===== src/rtl/alu_pkg.sv =====
// Shared constants for the ALU sequencer: opcodes, FSM state codes and flag bit positions.
package alu_pkg;

  localparam int OP_W     = 6;
  localparam int NB_FLAGS = 4;

  localparam logic [OP_W-1:0] OP_ADD = 6'b100000;
  localparam logic [OP_W-1:0] OP_SUB = 6'b100010;
  localparam logic [OP_W-1:0] OP_AND = 6'b100100;
  localparam logic [OP_W-1:0] OP_OR  = 6'b100101;
  localparam logic [OP_W-1:0] OP_XOR = 6'b100110;
  localparam logic [OP_W-1:0] OP_NOR = 6'b100111;
  localparam logic [OP_W-1:0] OP_SRA = 6'b000011;
  localparam logic [OP_W-1:0] OP_SRL = 6'b000010;

  // State encodings double as the debug LED codes.
  typedef enum logic [2:0] {
    ST_WAIT_A  = 3'b001,
    ST_WAIT_B  = 3'b010,
    ST_WAIT_OP = 3'b011,
    ST_EXEC    = 3'b100,
    ST_SHOW    = 3'b111
  } state_t;

  localparam int FLAG_ZERO  = 0;
  localparam int FLAG_CARRY = 1;
  localparam int FLAG_OVF   = 2;
  localparam int FLAG_ERR   = 3;

  function automatic logic is_valid_op(input logic [OP_W-1:0] op);
    case (op)
      OP_ADD, OP_SUB, OP_AND, OP_OR,
      OP_XOR, OP_NOR, OP_SRA, OP_SRL: return 1'b1;
      default:                        return 1'b0;
    endcase
  endfunction

endpackage


===== src/rtl/alu_sequencer_if.sv =====
// Board-side signals of the ALU sequencer: switches and buttons in, result LEDs out.
interface alu_sequencer_if
  import alu_pkg::*;
#(
  parameter int NB_DATA_BUS = 8,
  parameter int NB_DBG_LED  = 3
);
  logic [NB_DATA_BUS-1:0] i_switch;
  logic                   i_btn_enter;
  logic                   i_btn_back;
  logic [NB_DATA_BUS-1:0] o_led;
  logic [NB_FLAGS-1:0]    o_flags;
  logic                   o_valid;
  logic [NB_DBG_LED-1:0]  o_led_dbg;

  modport master (
    output i_switch, i_btn_enter, i_btn_back,
    input  o_led, o_flags, o_valid, o_led_dbg
  );

  modport slave (
    input  i_switch, i_btn_enter, i_btn_back,
    output o_led, o_flags, o_valid, o_led_dbg
  );
endinterface


===== src/rtl/alu.sv =====
// Combinational ALU; unknown opcodes yield zero.
module alu
  import alu_pkg::*;
#(
  parameter int NB_DATA_BUS = 8,
  parameter int NB_OPCODE   = 6
) (
  input  logic [NB_DATA_BUS-1:0] i_data_a,
  input  logic [NB_DATA_BUS-1:0] i_data_b,
  input  logic [NB_OPCODE-1:0]   i_opcode,
  output logic [NB_DATA_BUS-1:0] o_result
);
  logic [OP_W-1:0] op_ext;
  assign op_ext = OP_W'(i_opcode);

  always_comb begin
    o_result = '0;
    case (op_ext)
      OP_ADD:  o_result = i_data_a + i_data_b;
      OP_SUB:  o_result = i_data_a - i_data_b;
      OP_AND:  o_result = i_data_a & i_data_b;
      OP_OR:   o_result = i_data_a | i_data_b;
      OP_XOR:  o_result = i_data_a ^ i_data_b;
      OP_NOR:  o_result = ~(i_data_a | i_data_b);
      OP_SRA:  o_result = $unsigned($signed(i_data_a) >>> i_data_b);
      OP_SRL:  o_result = i_data_a >> i_data_b;
      default: o_result = '0;
    endcase
  end
endmodule


===== src/rtl/button_conditioner.sv =====
// Synchronises a raw button, debounces it and emits a 1-cycle pulse on each accepted press.
module button_conditioner #(
  parameter int DEBOUNCE_CYCLES = 1000
) (
  input  logic i_clock,
  input  logic reset,
  input  logic btn_raw,
  output logic pulse
);
  localparam int CNT_W = (DEBOUNCE_CYCLES > 1) ? $clog2(DEBOUNCE_CYCLES) : 1;
  localparam logic [CNT_W-1:0] CNT_LAST = CNT_W'(DEBOUNCE_CYCLES - 1);

  logic             meta;
  logic             sync;
  logic             deb;
  logic             deb_d;
  logic [CNT_W-1:0] cnt;

  // NOTE: every register here uses <= so all stages sample the pre-edge values together.
  always_ff @(posedge i_clock) begin
    if (reset) begin
      meta  <= 1'b0;
      sync  <= 1'b0;
      deb   <= 1'b0;
      deb_d <= 1'b0;
      pulse <= 1'b0;
      cnt   <= '0;
    end else begin
      meta  <= btn_raw;
      sync  <= meta;
      deb_d <= deb;
      pulse <= deb & ~deb_d;
      if (sync == deb) begin
        cnt <= '0;
      end else if (cnt == CNT_LAST) begin
        deb <= sync;
        cnt <= '0;
      end else begin
        cnt <= cnt + 1'b1;
      end
    end
  end
endmodule


===== src/rtl/alu_sequencer_top.sv =====
// Two-button operand/opcode sequencer around the combinational alu, with registered result and flags.
module alu_sequencer_top
  import alu_pkg::*;
#(
  parameter int NB_DATA_BUS     = 8,
  parameter int NB_OPCODE       = 6,
  parameter int NB_DBG_LED      = 3,
  parameter int DEBOUNCE_CYCLES = 1000
) (
  input logic            i_clock,
  input logic            reset,
  alu_sequencer_if.slave bus
);
  localparam int MSB = NB_DATA_BUS - 1;

  logic [NB_DATA_BUS-1:0] sw_meta, sw_sync;
  logic                   enter_pulse, back_pulse;
  state_t                 state_q, state_d;
  logic                   cap_a, cap_b, cap_op, load_res;
  logic [NB_DATA_BUS-1:0] a_q, b_q, led_q, alu_result, res;
  logic [NB_OPCODE-1:0]   op_q;
  logic [NB_FLAGS-1:0]    flags_q, flags_d;
  logic [NB_DBG_LED-1:0]  dbg_q;
  logic [NB_DATA_BUS:0]   sum;
  logic [OP_W-1:0]        op_ext;
  logic                   op_valid;

  button_conditioner #(.DEBOUNCE_CYCLES(DEBOUNCE_CYCLES)) u_enter (
    .i_clock(i_clock), .reset(reset), .btn_raw(bus.i_btn_enter), .pulse(enter_pulse)
  );
  button_conditioner #(.DEBOUNCE_CYCLES(DEBOUNCE_CYCLES)) u_back (
    .i_clock(i_clock), .reset(reset), .btn_raw(bus.i_btn_back), .pulse(back_pulse)
  );

  alu #(.NB_DATA_BUS(NB_DATA_BUS), .NB_OPCODE(NB_OPCODE)) u_alu (
    .i_data_a(a_q), .i_data_b(b_q), .i_opcode(op_q), .o_result(alu_result)
  );

  // NOTE: all always_comb outputs get a default first, so no path can infer a latch.
  always_comb begin
    state_d  = state_q;
    cap_a    = 1'b0;
    cap_b    = 1'b0;
    cap_op   = 1'b0;
    load_res = 1'b0;
    case (state_q)
      ST_WAIT_A:  if (enter_pulse) begin cap_a = 1'b1; state_d = ST_WAIT_B; end
      ST_WAIT_B:  if (enter_pulse) begin cap_b = 1'b1; state_d = ST_WAIT_OP; end
                  else if (back_pulse) state_d = ST_WAIT_A;
      ST_WAIT_OP: if (enter_pulse) begin cap_op = 1'b1; state_d = ST_EXEC; end
                  else if (back_pulse) state_d = ST_WAIT_B;
      ST_EXEC:    begin load_res = 1'b1; state_d = ST_SHOW; end
      ST_SHOW:    if (enter_pulse) state_d = ST_WAIT_A;
                  else if (back_pulse) state_d = ST_WAIT_OP;
      default:    state_d = ST_WAIT_A;
    endcase
  end

  // Flags are derived from the held operands so EXEC only has to register them.
  always_comb begin
    op_ext   = OP_W'(op_q);
    op_valid = is_valid_op(op_ext);
    sum      = {1'b0, a_q} + {1'b0, b_q};
    res      = op_valid ? alu_result : '0;
    flags_d  = '0;
    flags_d[FLAG_ZERO] = (res == '0);
    flags_d[FLAG_ERR]  = ~op_valid;
    if (op_ext == OP_ADD) begin
      flags_d[FLAG_CARRY] = sum[NB_DATA_BUS];
      flags_d[FLAG_OVF]   = (a_q[MSB] == b_q[MSB]) && (res[MSB] != a_q[MSB]);
    end else if (op_ext == OP_SUB) begin
      flags_d[FLAG_CARRY] = (a_q < b_q);
      flags_d[FLAG_OVF]   = (a_q[MSB] != b_q[MSB]) && (res[MSB] != a_q[MSB]);
    end
  end

  always_ff @(posedge i_clock) begin
    if (reset) begin
      sw_meta <= '0;
      sw_sync <= '0;
      state_q <= ST_WAIT_A;
      dbg_q   <= NB_DBG_LED'(ST_WAIT_A);
      a_q     <= '0;
      b_q     <= '0;
      op_q    <= '0;
      led_q   <= '0;
      flags_q <= '0;
    end else begin
      sw_meta <= bus.i_switch;
      sw_sync <= sw_meta;
      state_q <= state_d;
      dbg_q   <= NB_DBG_LED'(state_d);
      if (cap_a)  a_q  <= sw_sync;
      if (cap_b)  b_q  <= sw_sync;
      if (cap_op) op_q <= sw_sync[NB_OPCODE-1:0];
      if (load_res) begin
        led_q   <= res;
        flags_q <= flags_d;
      end
    end
  end

  assign bus.o_led     = led_q;
  assign bus.o_flags   = flags_q;
  assign bus.o_valid   = (state_q == ST_SHOW);
  assign bus.o_led_dbg = dbg_q;
endmodule

===== src/flat_wrapper.sv =====
// flat-port wrapper written by rule: the top's interface ports become plain ports
module alu_sequencer_top_flat import alu_pkg::*;
#(
  parameter int NB_DATA_BUS     = 8,
  parameter int NB_OPCODE       = 6,
  parameter int NB_DBG_LED      = 3,
  parameter int DEBOUNCE_CYCLES = 1000
)
  (i_clock, reset, bus_i_switch, bus_i_btn_enter, bus_i_btn_back, bus_o_led, bus_o_flags, bus_o_valid, bus_o_led_dbg);
  alu_sequencer_if #(.NB_DATA_BUS(NB_DATA_BUS), .NB_DBG_LED(NB_DBG_LED)) bus_i ();
  input logic i_clock;
  input logic reset;
  input wire logic [$bits(bus_i.i_switch)-1:0] bus_i_switch;
  input wire logic [$bits(bus_i.i_btn_enter)-1:0] bus_i_btn_enter;
  input wire logic [$bits(bus_i.i_btn_back)-1:0] bus_i_btn_back;
  output wire logic [$bits(bus_i.o_led)-1:0] bus_o_led;
  output wire logic [$bits(bus_i.o_flags)-1:0] bus_o_flags;
  output wire logic [$bits(bus_i.o_valid)-1:0] bus_o_valid;
  output wire logic [$bits(bus_i.o_led_dbg)-1:0] bus_o_led_dbg;
  assign bus_i.i_switch = bus_i_switch;
  assign bus_i.i_btn_enter = bus_i_btn_enter;
  assign bus_i.i_btn_back = bus_i_btn_back;
  assign bus_o_led = bus_i.o_led;
  assign bus_o_flags = bus_i.o_flags;
  assign bus_o_valid = bus_i.o_valid;
  assign bus_o_led_dbg = bus_i.o_led_dbg;
  alu_sequencer_top #(.NB_DATA_BUS(NB_DATA_BUS), .NB_OPCODE(NB_OPCODE), .NB_DBG_LED(NB_DBG_LED), .DEBOUNCE_CYCLES(DEBOUNCE_CYCLES)) u_core (.i_clock(i_clock), .reset(reset), .bus(bus_i));
endmodule

===== config.mk =====
export PLATFORM = sky130hd
export DESIGN_NAME = alu_sequencer_top_flat
export DESIGN_NICKNAME = d
export VERILOG_FILES = /design/src/rtl/alu_pkg.sv /design/src/rtl/alu_sequencer_if.sv /design/src/rtl/alu.sv /design/src/rtl/button_conditioner.sv /design/src/rtl/alu_sequencer_top.sv /design/src/flat_wrapper.sv
export SDC_FILE = /design/constraint.sdc
export NUM_CORES = 1
export LEC_CHECK = 0
export BUFFER_PORTS_ARGS = -buffer_cell sky130_fd_sc_hd__buf_2
export CORE_MARGIN = 8
export CORE_UTILIZATION = 35
export DETAILED_ROUTE_END_ITERATION = 10
export SYNTH_ARGS = -nofsm -noshare
export SYNTH_HDL_FRONTEND = slang
export SYNTH_SLANG_ARGS = --single-unit

===== constraint.sdc =====
create_clock -name i_clock -period 3.6 [get_ports i_clock]
set_input_delay 0.18 -clock i_clock [delete_from_list [all_inputs] [get_ports i_clock]]
set_output_delay 0.18 -clock i_clock [all_outputs]
set_load 0.01 [all_outputs]

# Word-level counts from Yosys, hierarchy flattened
# Cells that the tools add are included.
classes:
  add_sub_neg: 5
  multipliers: 0
  div: 0
  magnitude_cmp: 1
  eq_ne: 24
  shifts: 2
  n_mux: 18
  bitwise_logic: 11
  reduce_logical: 9
op_table:
  columns: ["cell", "n"]
  rows:
  - ["$pmux W8 S8", 1]
  - ["$eq A6 B6 Y1 const B", 6]
  - ["$mux W3", 7]
  - ["$add A10 B1 Y10 const B", 2]
  - ["$eq A10 B10 Y1 const B", 2]
  - ["$pmux W3 S5", 1]
  - ["$eq A6 B2 Y1 const B", 2]
  - ["$add A8 B8 Y9", 1]
  - ["$add A8 B8 Y8", 1]
  - ["$and A8 B8 Y8", 1]
  - ["$logic_not A8 Y1", 1]
  - ["$lt A8 B8 Y1", 1]
  - ["$mux W8", 1]
  - ["$not A8 Y8", 1]
  - ["$or A8 B8 Y8", 1]
  - ["$reduce_or A8 Y1", 1]
  - ["$shr A8 B8 Y8", 1]
  - ["$sshr A8 B8 Y8", 1]
  - ["$sub A8 B8 Y8", 1]
  - ["$xor A8 B8 Y8", 1]
  - ["$eq A3 B2 Y1 const B", 2]
  - ["$eq A3 B3 Y1 const B", 2]
  - ["$mux W1", 6]
  - ["$ne A3 B3 Y1 const B", 2]
  - ["other kinds (12)", 24]
totals:
  regBits: 83
  latch_bits: 0
  ram_bits: 0
  mem_bits_ro: 0
  inputBits: 12
  out_inout_bits: 16
  wordCells: 90
  mem_count: 0

# Longest topological paths before layout
logic_depth:
  word_depth: 8
  ltp_mapped: 11
  mapped_depth_nobuf: 10

# Hierarchy
# From an unflattened synthesis, not the netlist that was laid out.
hier_totals:
  hier_cells: 584
  hier_area_um2: 5101.1
by_module_without_submodules:
  columns: ["mod", "n_inst", "cells_each", "area_each_um2", "seq_area_each_um2"]
  rows:
  - ["alu_sequencer_top", 1, 246, 2238.4, 1061.0]
  - ["alu", 1, 216, 1586.5, 0.0]
  - ["button_conditioner", 2, 61, 638.1, 300.3]

# Worst setup path before layout
# No wires, ideal clock.
synth_timing:
  path_kind: "reg2reg"
  startpoint: "reg u_core.b_q[2]"
  endpoint: "reg u_core.flags_q[0] (netlist: u_core.bus.o_flags[0])"
  setup_ps: 84
  t_arrival_ps: 2718
  required_ps: 3516
  slack_ps: 797
  path_stages_with_launch: 11
  n_path_buf: 2
  synth_period_minus_slack_ps: 2803
  cell_sequence: "dfxtp_1 buf_2 clkinv_1 ha_1 clkbuf_1 o21bai_1 a2111oi_0 o2bb2ai_1 nor3_1 or3b_1 o31ai_2"
synth_between:
  elab_chain_cells: 5
  elab_cells_between_ends: 11
  cone_classes: "2 x add/sub; 2 x shift; 2 x mux; 4 x bitwise; 1 x reduce/logical"
synth_rtl:
  columns: ["item", "line_no", "source"]
  rows:
  - ["from (decl)", "alu_sequencer_top.sv:20", "logic [NB_DATA_BUS-1:0] a_q, b_q, led_q, alu_result, res;"]
  - ["from (signal assigned)", "alu_sequencer_top.sv:94", "if (cap_b) b_q <= sw_sync;"]
  - ["parallel branches: the longest is 2 deep, another holds $sub A8 B8 Y8", null, null]
  - ["$pmux W8 S8 *", "alu.sv:18", "case (op_ext)"]
  - ["$mux W8 *", "alu_sequencer_top.sv:64", "res = op_valid ? alu_result : '0;"]
  - ["$logic_not A8 Y1 *", "alu_sequencer_top.sv:66", "flags_d[FLAG_ZERO] = (res == '0);"]
  - ["to (signal assigned)", "alu_sequencer_top.sv:98", "flags_q <= flags_d;"]
  - ["to (decl)", "alu_sequencer_top.sv:22", "logic [NB_FLAGS-1:0] flags_q, flags_d;"]
# Every way passes the cells marked *.
# A chain may end at the register's enable or synchronous reset.

# Worst setup path in the final report
layout_timing:
  startpoint: "reg u_core.b_q[0]"
  endpoint: "reg u_core.flags_q[0] (netlist: u_core.bus.o_flags[0])"
# The elaborated chain is that of the path after synthesis.

==> metrics.cfg <==
[routing]
drc = 0
routed-via-count = 4147
dr.pass1.iters = 5
wl_per_cell_um = 15.4
wirelength_um = 12000
drtIter0Drc = 301
ant_nets = 0
viasPerCell = 5.35

[synth]
synth.avg_cell_area_sq_um = 8.30
synth_compound_area_share_pct = 16.2
synth_cell_types = 72
ys_ff_latch = 83
synth_simple_gate_area_share_pct = 25.4
synth.cells.most_frequent = dfxtp_1, nor2_1, nand2_1, a21oi_1, nor2b_1
synth_top_family_by_area = simple AND/OR/NAND/NOR gates
synth-main-ff-cell = dfxtp_1
async_flop_share_pct = 0
yosysTopAreaCellShare_pct = 34.6
synthTopCellsByArea = dfxtp_1, ha_1, nor2_1
synth_top_cell_by_area = dfxtp_1
synthMuxAreaShare_pct = 5.87
synth-xor-area-share_pct = 5.29
synth_nets = 618
yosysWarnings = 0
yosysSeqAreaShare_pct = 34.6
synth_most_common_cell = dfxtp_1
netlist_instances = 578
synth_edf_count = 0
synth_fa_ha_area_share_pct = 7.61
syn_area_sq_um = 4800

[grt]
grt_pass1_wl_um = 20200
grt_pass1_vias = 4127
grt_antenna_before_repair = 0
grt_usage_pct = 13.9
overflow = 0
grt_max_degree = 37

[place]
gp_congestion = 0.901
place_area_sq_um = 5100
pre_cts_ws_ns = 0.682
hpwl_um = 8960
io_buffers = 27
numPlacedInstances = 759

[cts]
cts_tree = done
postCtsSetupBuffers = 0
cts_resized = 0
ctsLongestPathBuffers = 2
clkSlewWorstSetupHoldPaths_ns = 0.07
clkSinkCount = 83
cts_buffers = 9
cts-root-buf = clkbuf_16
cts_hold_buf = 0
clock_latency_ns = 0.34
htree_levels = 3

[critical_path]
cp_cell_sequence = ha_1, fa_1, o21bai_1, a2111oi_0, o2bb2ai_1, nor3_1, or3b_1, o31ai_2
crit_family = compound AO/OA/AOI/OAI gates
critPathKind = flip-flop to flip-flop
reg2reg_setup_slack_ns = 0.62
end_kind = flip-flop
critPathArrivalTime_ns = 3.24
cp-start-kind = flip-flop
crit_buf_inv = 0
r2r-end = u_core.bus.o_flags[0]
cp.required_ns = 3.86
reg2regPathDepth = 8
cp_slowest_cell = dfxtp_1
cp_max_fo = 16
slowest_delay_ns = 0.71
r2r-start = u_core.b_q[0]

[worst_hold_path]
min_path_type = input pin to flip-flop
min_from = bus_i_btn_enter
hold-path-endpoint = u_core.u_enter.meta
hold_depth = 2

[cells_and_area]
drive_above_1_share_pct = 11.2
n_fill_cell = 1351
fin_area_sq_um = 5380
final_core_util_pct = 40.5
area_delta_synth_final_pct = 12.2
fin_cells = 775
layout.nets = 634
diodes = 0

[floorplan]
dieArea_sq_um = 17700
fp.dieW_um = 133
die_h_um = 133
rows = 42
start_util_pct = 36.1
ios = 28
core_area_sq_um = 13300

[power_and_ir_drop]
p_clk_share_pct = 47.7
swShare_pct = 22.9
combPwrFrac_pct = 1.6
power.total_mw = 1.84
pwr-share-seq_pct = 50.7
switchingPower_uw = 421
p_per_area_nw_per_um2 = 342
vdd.ir_drop.worst_uv = 363
cell_internal_pwr_mw = 1.42
p_leak_nw = 2.01

[sta]
fmax_mhz = 335
tns_ns = 0
final.setup_skew_ns = 0.00579
relSlewSlack_pct = 44.1
period_needed_ns = 2.98
hold_viol = 0
setup_viol = 0
maxSlewViolCount = 0
rsz0062_at_grt = false
fin_crit_sh_pct = 82.9
hold_ws_ns = 0.0508
worst_slack_ns = 0.617
tightest_slew_ns = 0.831

[outcome]
status = finished clean

[job]
maxCapViolations = 0

## how the worst max path moves through the flow
stage	start	endpoint	slack, ns	cells after the start
floorplan	u_core.b_q[2]	u_core.bus.o_flags[0]	0.80	10
global placement	u_core.b_q[0]	u_core.bus.o_led[6]	0.71	9
detailed placement	u_core.b_q[0]	u_core.bus.o_flags[0]	0.68	8
CTS	u_core.b_q[0]	u_core.bus.o_flags[0]	0.64	8
global route	u_core.b_q[0]	u_core.bus.o_flags[0]	0.33	8
finish	u_core.b_q[0]	u_core.bus.o_flags[0]	0.62	8
## kinds of logic after synthesis
family          Yosys count
simple gates            239
compound gates          115
xor+xnor                 29
mux                      24
buf+inv                  60
flops                    83
fa+ha+maj                28
## sequential cells by signal (all words and copies together), names as in the netlist
register,count
u_core.a_q,8
u_core.b_q,8
u_core.bus.o_flags,4
u_core.bus.o_led,8
u_core.op_ext,6
u_core.state_q,3
u_core.sw_meta,8
u_core.sw_sync,8
u_core.u_back.cnt,10
u_core.u_back.deb,1
u_core.u_back.deb_d,1
u_core.u_back.meta,1
u_core.u_back.pulse,1
u_core.u_back.sync,1
u_core.u_enter.cnt,10
u_core.u_enter.deb,1
u_core.u_enter.deb_d,1
u_core.u_enter.meta,1
u_core.u_enter.pulse,1
u_core.u_enter.sync,1
## worst register-to-register path: stages (launching register included)
cell       delay [ns]
dfxtp_1          0.71
ha_1             0.29
fa_1             0.24
o21bai_1         0.10
a2111oi_0        0.66
o2bb2ai_1        0.20
nor3_1           0.07
or3b_1           0.41
o31ai_2          0.22
## layout by cell type, fill, tap and decap left out, types with 3 or more instances in the layout
| cell type | count |
|---|---|
| a211oi_1 | 8 |
| a21o_1 | 4 |
| a21oi_1 | 32 |
| a22oi_1 | 3 |
| a31oi_1 | 6 |
| and3_1 | 6 |
| buf_2 | 27 |
| buf_4 | 10 |
| clkbuf_16 | 9 |
| dfxtp_1 | 83 |
| ha_1 | 26 |
| inv_1 | 27 |
| mux2_2 | 3 |
| mux2i_1 | 18 |
| mux4_2 | 3 |
| nand2_1 | 56 |
| nand2b_1 | 7 |
| nand3_1 | 22 |
| nand4_1 | 6 |
| nor2_1 | 61 |
| nor2b_1 | 28 |
| nor3_1 | 18 |
| nor3b_1 | 3 |
| o211ai_1 | 5 |
| o21ai_0 | 20 |
| o31ai_1 | 4 |
| or3_1 | 8 |
| or4_1 | 3 |
| xnor2_1 | 24 |
| xor2_1 | 5 |
## per-layer routing
layer | global-route usage, % | vias up | routed length (um)
li1 | - | 2072 | -
met1 | 17.7 | 1942 | 5670
met2 | 22.0 | 115 | 5370
met3 | 4.09 | 18 | 709
met4 | 4.42 | 0 | 202
met5 | 0 | - | 0
## power groups by stage
stage,Combinational (mW),Clock (mW),Sequential [mW]
after floorplan,0.0199,0,0.953
after global placement,0.0290,0,0.955
after detailed placement,0.0298,0,0.955
after CTS,0.0298,0.906,0.934
after global routing,0.0330,0.946,0.935
final,0.0291,0.878,0.934
## cell type report
class | count | area [sq um] | area share (%)
multi-input combinational | 435 | 2900 | 53.9
inverter | 28 | 105 | 1.95
tap | 176 | 220 | 4.09
clock buffer | 9 | 225 | 4.19
timing repair buffer | 37 | 210 | 3.91
clock inverter | 7 | 60.1 | 1.12
sequential | 83 | 1660 | 30.9
Power figures use the tool's default switching activity.
